[src/rtl/channel_pb_pkg.sv]
// Shared types and sizing for the channel playback block.
package channel_pb_pkg;

    typedef enum logic {IDLE, PLAY} pb_state_t;

    typedef logic [1:0] pair_idx_t;

    localparam int unsigned PAIRS_PER_WORD = 4;
    localparam int unsigned WORD_W         = 2 * PAIRS_PER_WORD;

endpackage

[src/rtl/playback_fifo.sv]
// Circular word buffer feeding the playback shift register.
// Pointers carry one extra wrap bit so full and empty are distinguishable.
module playback_fifo
    import channel_pb_pkg::*;
#(
    parameter int unsigned DEPTH = 8
) (
    input  logic                      clk,
    input  logic                      rst_n,
    input  logic                      push,
    input  logic [WORD_W-1:0]         wdata,
    input  logic                      pop,
    output logic [WORD_W-1:0]         rdata,
    output logic                      full,
    output logic                      empty,
    output logic [$clog2(DEPTH):0]    cnt
);

    localparam int unsigned AW = $clog2(DEPTH);
    localparam int unsigned PW = AW + 1;

    logic [WORD_W-1:0] mem [DEPTH];
    logic [PW-1:0]     wptr;
    logic [PW-1:0]     rptr;
    logic              wr_en;
    logic              rd_en;

    // Occupancy and status derived from the registered pointers.
    always_comb begin
        cnt   = wptr - rptr;
        full  = (cnt == PW'(DEPTH));
        empty = (wptr == rptr);
        wr_en = push && !full;
        rd_en = pop && !empty;
        rdata = mem[rptr[AW-1:0]];
    end

    // Storage write; contents need no reset since cnt gates visibility.
    always_ff @(posedge clk) begin
        if (wr_en) begin
            mem[wptr[AW-1:0]] <= wdata;
        end
    end

    // Pointer advance on accepted push/pop.
    always_ff @(posedge clk or negedge rst_n) begin
        if (!rst_n) begin
            wptr <= '0;
            rptr <= '0;
        end else begin
            if (wr_en) wptr <= wptr + PW'(1);
            if (rd_en) rptr <= rptr + PW'(1);
        end
    end

endmodule

[src/rtl/channel_playback.sv]
// Replays buffered packed CH_H/CH_L pairs at a programmable sample rate.
module channel_playback
    import channel_pb_pkg::*;
#(
    parameter int unsigned DEPTH = 8
) (
    input  logic                      clk,
    input  logic                      rst_n,
    input  logic [WORD_W-1:0]         wdata,
    input  logic                      wrt,
    output logic                      rdy,
    input  logic                      run,
    input  logic [7:0]                rate,
    input  logic                      clr_err,
    output logic                      CH_H,
    output logic                      CH_L,
    output logic                      busy,
    output logic                      underrun,
    output logic                      overflow,
    output logic [$clog2(DEPTH):0]    cnt
);

    pb_state_t          state;
    logic [7:0]         presc;
    logic [7:0]         rate_q;
    pair_idx_t          idx;
    logic [WORD_W-1:0]  shreg;
    logic [WORD_W-1:0]  rdata;
    logic               full;
    logic               empty;
    logic               tick;
    logic               need_pop;
    logic               pop;
    logic               push;
    logic               und_set;
    logic               ovf_set;

    playback_fifo #(.DEPTH(DEPTH)) u_fifo (
        .clk   (clk),
        .rst_n (rst_n),
        .push  (push),
        .wdata (wdata),
        .pop   (pop),
        .rdata (rdata),
        .full  (full),
        .empty (empty),
        .cnt   (cnt)
    );

    // Tick, pop and error qualification; pop sees emptiness before any same-cycle push.
    always_comb begin
        tick     = (state == PLAY) && run && (presc == rate_q);
        need_pop = tick && (idx == 2'd0);
        pop      = need_pop && !empty;
        und_set  = need_pop && empty;
        push     = wrt && !full;
        ovf_set  = wrt && full;
    end

    assign rdy  = !full;
    assign busy = (state == PLAY);

    // Playback FSM, prescaler, shift register and channel output flops.
    always_ff @(posedge clk or negedge rst_n) begin
        if (!rst_n) begin
            state  <= IDLE;
            presc  <= 8'd0;
            rate_q <= 8'd0;
            idx    <= 2'd0;
            shreg  <= '0;
            CH_H   <= 1'b0;
            CH_L   <= 1'b0;
        end else begin
            case (state)
                IDLE: begin
                    presc  <= 8'd0;
                    rate_q <= rate;
                    if (run) state <= PLAY;
                end
                PLAY: begin
                    if (!run) begin
                        // Leaving play drops whatever is left of the current word.
                        state <= IDLE;
                        presc <= 8'd0;
                        idx   <= 2'd0;
                    end else if (tick) begin
                        presc  <= 8'd0;
                        rate_q <= rate;
                        if (idx == 2'd0) begin
                            if (!empty) begin
                                shreg <= rdata;
                                CH_H  <= rdata[1];
                                CH_L  <= rdata[0];
                                idx   <= 2'd1;
                            end
                        end else begin
                            CH_H <= shreg[{idx, 1'b1}];
                            CH_L <= shreg[{idx, 1'b0}];
                            idx  <= idx + 2'd1;
                        end
                    end else begin
                        presc <= presc + 8'd1;
                    end
                end
                default: state <= IDLE;
            endcase
        end
    end

    // Sticky error flags; a new error in the clearing cycle keeps the flag set.
    always_ff @(posedge clk or negedge rst_n) begin
        if (!rst_n) begin
            underrun <= 1'b0;
            overflow <= 1'b0;
        end else begin
            if (und_set)      underrun <= 1'b1;
            else if (clr_err) underrun <= 1'b0;
            if (ovf_set)      overflow <= 1'b1;
            else if (clr_err) overflow <= 1'b0;
        end
    end

endmodule

[config.mk]
export PLATFORM = sky130hd
export DESIGN_NAME = channel_playback
export DESIGN_NICKNAME = d
export VERILOG_FILES = /design/src/rtl/channel_pb_pkg.sv /design/src/rtl/playback_fifo.sv /design/src/rtl/channel_playback.sv
export SDC_FILE = /design/constraint.sdc
export NUM_CORES = 1
export LEC_CHECK = 0
export ABC_AREA = 0
export CORE_ASPECT_RATIO = 1.75
export CORE_MARGIN = 8
export CORE_UTILIZATION = 58
export DETAILED_ROUTE_END_ITERATION = 12
export HOLD_SLACK_MARGIN = 0.1
export PLACE_DENSITY = 0.79
export SLEW_MARGIN = 20
export SYNTH_ARGS = -nofsm -noshare
export SYNTH_HDL_FRONTEND = slang
export SYNTH_SLANG_ARGS = --single-unit
[constraint.sdc]
create_clock -name clk -period 3.7 [get_ports clk]
set_input_delay 0.555 -clock clk [delete_from_list [all_inputs] [get_ports clk]]
set_output_delay 0.555 -clock clk [all_outputs]
set_load 0.05 [all_outputs]
==> results of run 1 <==
## stage by stage
stage / std cells / util (%) / instance area [um^2]
2_1_floorplan: 274 / - / 4460
3_3_place_gp: 399 / 65.5 / 4920
3_5_place_dp: 399 / 65.5 / 4920
4_1_cts: 415 / 69.1 / 5190
5_1_grt: 415 / 69.1 / 5190
6_report: 415 / 69.1 / 5190
## cell type report
type	count	share of cell area (%)
clock inverters	6	0.723
repair buffers	42	7.38
multi-input cells	153	28.6
inverters	13	0.940
well taps	88	2.12
flip-flops and latches	103	55.8
clock buffers	10	4.41
## synthesized netlist by cell type, types with 5 or more instances
cell,instances,area share (%)
nor4_1,6,0.84
edfxtp_1,64,43
inv_1,12,1.0
mux4_2,11,5.6
dfrtp_1,39,22
nor2_1,10,0.84
xnor2_1,14,2.8
mux2_2,24,6.1
nor3_1,5,0.56
xor2_1,8,1.6
mux4_1,7,4.1
ha_1,7,2.0
nand2_1,26,2.2
## cells by family after synthesis
logic type / count (synthesis)
buffers and inverters: 18
adder cells (fa/ha/maj): 8
AND/OR/NAND/NOR: 67
AO/OA/AOI/OAI: 12
flip-flops: 103
multiplexers: 44
XOR/XNOR: 22
## flip-flops by register name (all words and copies together) (netlist names)
name,flops
busy,1
CH_L,1
rate_q,8
shreg,8
underrun,1
overflow,1
u_fifo.wptr,4
idx,2
u_fifo.mem,64
presc,8
u_fifo.rptr,4
CH_H,1
## how the worst min path moves through the flow
| stage | endpoint | slack (ps) | cells after the start |
|---|---|---|---|
| after global placement | underrun$_DFFE_PN0P_ | 470 | 1 |
| final | u_fifo.wptr[1]$_DFFE_PN0P_ | 330 | 1 |
| after CTS | u_fifo.wptr[1]$_DFFE_PN0P_ | 350 | 1 |
| after detailed placement | u_fifo.rptr[3]$_DFFE_PN0P_ | 480 | 1 |
| after global routing | u_fifo.wptr[0]$_DFFE_PN0P_ | 410 | 1 |
| after floorplan | CH_H$_DFFE_PN0P_ | 260 | 0 |
## critical path, cell delays in order (launching register included)
cell	delay (ps)
dfrtp_1	570
clkinv_1	150
ha_1	400
a21oi_1	110
a21oi_1	430
nor2_1	100
clkdlybuf4s50_1	720
## layer usage
layer	vias to the layer above	part of all wire (%)	GRT usage (%)	wire length, um
met4	0	2.6	9.23	217
li1	1135	-	-	-
met5	-	0	0	0
met3	18	3.3	4.03	272
met1	1265	38	18.2	3130
met2	46	56	29.6	4680
## report_power, final
part           internal [mW]  switching, mW  total [mW]
Combinational          0.263          0.429       0.692
Clock                  0.452          0.387       0.839
Sequential              1.38         0.0716        1.45
Total                   2.09          0.888        2.98
==> flow_metrics.tcl, run 1 <==
set metrics [dict create \
    numClockSinks 103 \
    tns_ps 0 \
    cts_tree "built" \
    cts-root-buf "clkbuf_16" \
    critPathMaxFanout 12 \
    ys_types 41 \
    post_drt_wl_per_cell_um 20.0 \
    netlist_instances 274 \
    syn_to_final_growth_pct 16.6 \
    setup_ws_ps 316 \
    endpoint "cnt[3]" \
    synth.avg_cell_area_um2 16.2 \
    syn_area_um2 4450 \
    r2r_end "u_fifo.mem[4][1]$_DFFE_PP_" \
    maxCapViolations 0 \
    synth_edf_count 64 \
    chipHeight_um 132 \
    hold_buffers 0 \
    p_leak_nw 1.97 \
    die_w_um 82.2 \
    clk_pin_slew_ps 60 \
    max_freq_ghz 0.295 \
    grt_max_degree 40 \
    end_kind "output port" \
    io_pins 31 \
    ff2ff_setup_slack_ps 860 \
    min_path_type "in2async" \
    overflow 0 \
    dp_hpwl_um 6050 \
    synth.area.mux_share_pct 16.2 \
    cts_resized 0 \
    grt_pass1_wl_um 13700 \
    post-place-ws_ps 665 \
    grt_usage_pct 17.2 \
    setup.worst_path.class "reg2out" \
    drc 0 \
    reg2regPathDepth 8 \
    ys_seq_area_share_pct 65.1 \
    slew_headroom_pct 41.5 \
    place_congestion 0.793 \
    dr.pass1.iters 4 \
    required_ps 3140 \
    port_buffers 30 \
    vias 2464 \
    worst_slew_pin_slew_ps 877 \
    drt_iter0_markers 171 \
    yosysWarnings 0 \
    syn_nets 303 \
    skew_ps 7.19 \
    drt_wl_total_um 8300 \
    setup_violations 0 \
    postCtsSetupBuffers 0 \
    rsz0062_at_grt "false" \
    layout_common_cells "64 x edfxtp_1, 39 x dfrtp_1, 28 x clkdlybuf4s50_1, 26 x nand2_1, 24 x mux2_2" \
    critPathLaunchType "flip-flop" \
    diodes 0 \
    antenna_found_initial 0 \
    maxSlewViolCount 0 \
    post-route-period-util_pct 91.5 \
    grt_pass1_vias 2675 \
    placement_rows 42 \
    synth-xor-area-share_pct 4.33 \
    clk_latency_ps 340 \
    finalHoldViolations 0 \
    synth_top_family_by_area "multiplexers" \
    synth_async_sr_flop_share_pct 37.9 \
    drive_above_1_share_pct 20.8 \
    ir_worst_vdd_uv 415 \
    hold_ws_ps 331 \
    multi_input_area_um2 1480 \
    routed_via_density 5.94 \
    status "completed" \
    cp-startpoint "u_fifo.rptr[2]$_DFFE_PN0P_" \
    cts.htree.levels 3 \
    yosys.area_share.simple_pct 7.87 \
    nets 351 \
    fp.dieArea_um2 10800 \
    total_power_mw 2.98 \
    start_util_pct 59.2 \
    clk_path_buf_depth 2 \
    powerDensity_nw_per_um2 574 \
    cts_buffers 9 \
    final_antenna_net_count 0 \
    synth_ff_type "edfxtp_1" \
    ys_seq_elements 103 \
    core-area_um2 7510 \
    crit_arrival_ps 2830 \
    yosys.area_share.adder_pct 2.42 \
    worst_r2r_startpoint "u_fifo.rptr[2]$_DFFE_PN0P_" \
    layout_commonest_cell "edfxtp_1" \
    fill_cells 514 \
    register_area_um2 2900 \
    synth_compound_area_share_pct 2.33 \
    min_period_ps 3380 \
]
(Power assumes the default switching activity.)
==> run 2: changes to the inputs <==
- PLACE_DENSITY: 0.79 -> 0.83
==> flow_metrics.tcl, run 2 (synthesis results as in run 1) <==
set metrics [dict create \
    vias 2424 \
    start_util_pct 59.2 \
    slew_headroom_pct 33.3 \
    worst_r2r_startpoint "u_fifo.rptr[2]$_DFFE_PN0P_" \
    r2r_end "u_fifo.mem[4][2]$_DFFE_PP_" \
    cts.htree.levels 3 \
    post-route-period-util_pct 94.1 \
    p_switching_mw 0.917 \
    ff2ff_setup_slack_ps 830 \
    setup_violations 0 \
    clk_path_buf_depth 2 \
    post_drt_wl_per_cell_um 19.7 \
    placement_rows 42 \
    maxSlewViolCount 0 \
    nets 350 \
    antenna_found_initial 0 \
    die_w_um 82.2 \
    dp_hpwl_um 5830 \
    clk_pin_slew_ps 70 \
    required_ps 3140 \
    fin_cells 414 \
    clkPwrFrac_pct 30.8 \
    swShare_pct 29.7 \
    grt_usage_pct 16.3 \
    worst_slew_pin_slew_ps 992 \
    fill_cells 492 \
    diodes 0 \
    layout_commonest_cell "edfxtp_1" \
    cts-root-buf "clkbuf_16" \
    place_congestion 0.789 \
    setup.worst_path.class "reg2out" \
    layout_common_cells "64 x edfxtp_1, 39 x dfrtp_1, 28 x clkdlybuf4s50_1, 26 x nand2_1, 24 x mux2_2" \
    routed_via_density 5.86 \
    final_antenna_net_count 0 \
    finalHoldViolations 0 \
    grt_max_degree 40 \
    combPwrFrac_pct 22.2 \
    status "completed" \
    drt_iter0_markers 166 \
    drc 0 \
    hold_buffers 0 \
    ir_worst_vdd_uv 462 \
    cts_resized 0 \
    reg2regPathDepth 8 \
    skew_ps 7.20 \
    p_seq_share_pct 47.0 \
    tns_ps 0 \
    drt_wl_total_um 8150 \
    grt_pass1_vias 2632 \
    syn_to_final_growth_pct 17.3 \
    max_freq_ghz 0.287 \
    critPathLaunchType "flip-flop" \
    power.internal_mw 2.17 \
    port_buffers 30 \
    clk_latency_ps 350 \
    min_path_type "in2async" \
    chipHeight_um 132 \
    overflow 0 \
    p_leak_nw 1.98 \
    maxCapViolations 0 \
    powerDensity_nw_per_um2 592 \
    grt_pass1_wl_um 13000 \
    dr.pass1.iters 4 \
    cts_buffers 9 \
    critPathMaxFanout 12 \
    core-area_um2 7510 \
    postCtsSetupBuffers 0 \
    cts_tree "built" \
    min_period_ps 3480 \
    end_kind "output port" \
    crit_arrival_ps 2930 \
    placedCellCount 398 \
    fp.dieArea_um2 10800 \
    largest_reg_flops 64 \
    drive_above_1_share_pct 21.5 \
    rsz0062_at_grt "false" \
    numClockSinks 103 \
    io_pins 31 \
    hold_ws_ps 325 \
]
==> run 2: final cells by class <==
| type | count | area [um^2] | share of cell area, % |
|---|---|---|---|
| clock buffers | 9 | 225 | 4.31 |
| clock inverters | 7 | 78.8 | 1.51 |
| inverters | 13 | 48.8 | 0.935 |
| multi-input cells | 153 | 1480 | 28.4 |
| flip-flops and latches | 103 | 2900 | 55.5 |
| well taps | 88 | 110 | 2.11 |
| repair buffers | 41 | 375 | 7.19 |
==> run 2: worst max-delay path by stage <==
stage	startpoint	end	slack, ps	cells past startpoint
global placement	u_fifo.rptr[2]$_DFFE_PN0P_	cnt[3]	720	6
global route	u_fifo.rptr[2]$_DFFE_PN0P_	cnt[3]	0.9	6
detailed placement	u_fifo.rptr[2]$_DFFE_PN0P_	cnt[3]	610	6
floorplan	u_fifo.rptr[2]$_DFFE_PN0P_	u_fifo.mem[4][0]$_DFFE_PP_	180	7
CTS	u_fifo.rptr[2]$_DFFE_PN0P_	cnt[3]	240	6
finish	u_fifo.rptr[2]$_DFFE_PN0P_	cnt[3]	220	6
==> run 2: metal layers <==
| metal | wire length, um | GRT usage [%] | vias up |
|---|---|---|---|
| met5 | 0 | 0 | - |
| met4 | 228 | 8.74 | 0 |
| met3 | 331 | 4.37 | 22 |
| met2 | 4540 | 28.0 | 48 |
| met1 | 3060 | 17.1 | 1222 |
| li1 | - | - | 1132 |
==> run 2: critical path, stage by stage, from the launching register on <==
cell and delay [ps]:
dfrtp_1 610, clkinv_1 180, ha_1 410, a21oi_1 120, a21oi_1 440, nor2_1 100
clkdlybuf4s50_1 720
==> run 2: metrics by stage <==
step	total power [mW]	setup slack (ps)	area [um^2]	util (%)
6_report	3.09	218	5220	69.5
5_1_grt	3.21	0.851	5220	69.5
4_1_cts	3.12	236	5220	69.5
3_5_place_dp	2.17	612	4920	65.4
3_3_place_gp	2.14	718	4920	65.4
2_1_floorplan	1.92	179	4460	-
==> run 2: power groups by stage <==
stage               Combinational, mW  Sequential (mW)  Clock [mW]
floorplan                       0.455             1.46           0
global placement                0.678             1.47           0
detailed placement              0.692             1.47           0
CTS                             0.696             1.45       0.971
global route                    0.736             1.46        1.01
finish                          0.686             1.45       0.951
==> run 3: changes to the inputs <==
- CELL_PAD_IN_SITES_DETAIL_PLACEMENT: default -> 2
- CELL_PAD_IN_SITES_GLOBAL_PLACEMENT: default -> 2
- CORE_ASPECT_RATIO: 1.75 -> default
- CORE_UTILIZATION: 58 -> 43
- HOLD_SLACK_MARGIN: 0.1 -> default
- PLACE_DENSITY: 0.83 -> 0.82
==> flow_metrics.tcl, run 3 (synthesis results as in run 1) <==
set metrics [dict create \
    status "completed" \
    drc 0 \
    stdcell_area_um2 5200 \
    layout_commonest_cell "edfxtp_1" \
    largest_reg_flops 64 \
    maxCapViolations 0 \
    cts_tree "built" \
    ir_worst_vdd_uv 323 \
    place_congestion 0.758 \
    cp-startpoint "u_fifo.rptr[2]$_DFFE_PN0P_" \
    multi_input_area_um2 1480 \
    overflow 0 \
    nets 351 \
    skew_ps 14.9 \
    clk_pin_slew_ps 100 \
    tns_ps 0 \
    setup_ws_ps 199 \
    drt_iter0_markers 91 \
    total_power_mw 2.93 \
    crit_arrival_ps 2950 \
    routed_via_density 5.33 \
    min_period_ps 3500 \
    cts.htree.levels 3 \
    cpMaxStageDelayCell "clkdlybuf4s50_1" \
    grt_pass1_vias 2817 \
    grt_pass1_wl_um 16400 \
    slew_headroom_pct 38.9 \
    setup.worst_path.class "reg2out" \
    maxSlewViolCount 0 \
    end_kind "output port" \
    hold_ws_ps 301 \
    final_antenna_net_count 0 \
    vias 2468 \
    worst_r2r_startpoint "u_fifo.rptr[2]$_DFFE_PN0P_" \
    fp.dieArea_um2 13900 \
    post-route-period-util_pct 94.6 \
    required_ps 3140 \
    io_pins 31 \
    fill_cells 943 \
    min_path_type "in2async" \
    placement_rows 37 \
    critPathMaxFanout 12 \
    cts_buffers 9 \
    cp_cell_sequence "clkinv_1 > ha_1 > nand3b_1 > a21oi_1 > nor2_1 > clkdlybuf4s50_1" \
    post_drt_wl_per_cell_um 22.1 \
    drive_above_1_share_pct 21.7 \
    setup_violations 0 \
    worst_slew_pin_slew_ps 916 \
    layout_common_cells "64 x edfxtp_1, 39 x dfrtp_1, 28 x clkdlybuf4s50_1, 26 x nand2_1, 24 x mux2_2" \
    core-area_um2 10200 \
    port_buffers 30 \
    critPathLaunchType "flip-flop" \
    hold_buffers 0 \
    place_area_um2 4980 \
    die_w_um 118 \
    start_util_pct 43.7 \
    fin_cells 463 \
    antenna_found_initial 0 \
    placedCellCount 447 \
    finalHoldViolations 0 \
    powerDensity_nw_per_um2 563 \
    drt_wl_total_um 10200 \
    clk_latency_ps 380 \
    syn_to_final_growth_pct 16.9 \
    chipHeight_um 118 \
    register_area_um2 2900 \
    clk_path_buf_depth 2 \
    max_freq_ghz 0.286 \
    numClockSinks 103 \
    max_stage_delay_ps 720 \
    postCtsSetupBuffers 0 \
    cts-root-buf "clkbuf_8" \
    grt_max_degree 40 \
    post-place-ws_ps 568 \
    dr.pass1.iters 4 \
    p_leak_nw 1.96 \
    rsz0062_at_grt "false" \
    grt_usage_pct 15.6 \
    diodes 0 \
    dp_hpwl_um 7450 \
    final_util_pct 51.1 \
    cts_resized 0 \
]
run 3: worst paths after layout:
check                                              to  slack [ps]  cells after the start
max                                            cnt[3]         200                      6
min                                    busy$_DFF_PN0_         300                      1
max reg2reg                u_fifo.mem[4][2]$_DFFE_PP_         860                      8
min reg2reg                u_fifo.wptr[3]$_DFFE_PN0P_         500                      1
max in group asynchronous          idx[0]$_DFFE_PN0P_        2830                      1
min in group clk           u_fifo.wptr[3]$_DFFE_PN0P_         500                      1
run 3: area by class of cell:
cell class / count / area share, %
Inverter: 13 / 0.938
Clock buffer: 9 / 2.38
Sequential cell: 103 / 55.7
Multi-Input combinational cell: 153 / 28.5
Tap cell: 136 / 3.27
Clock inverter: 7 / 1.83
Timing Repair Buffer: 42 / 7.36
run 3: worst max-delay path, delay by kind of cell, from the launching register on:
| kind | cells | cell delay (ps) |
|---|---|---|
| buf+inv | 2 | 900 |
| simple gates | 2 | 230 |
| flops | 1 | 600 |
| compound gates | 1 | 420 |
| fa+ha+maj | 1 | 410 |
run 3: where the power goes:
part / internal [mW] / switching (mW)
Sequential: 1.38 / 0.0840
Clock: 0.334 / 0.423
Combinational: 0.263 / 0.451
run 3: per-layer routing:
layer / global-route usage, % / up-vias / wire length, um
met1: 18.7 / 1288 / 4470
li1: - / 1132 / -
met5: 0 / - / 0
met2: 26.8 / 32 / 5340
met4: 5.60 / 0 / 165
met3: 3.65 / 16 / 256
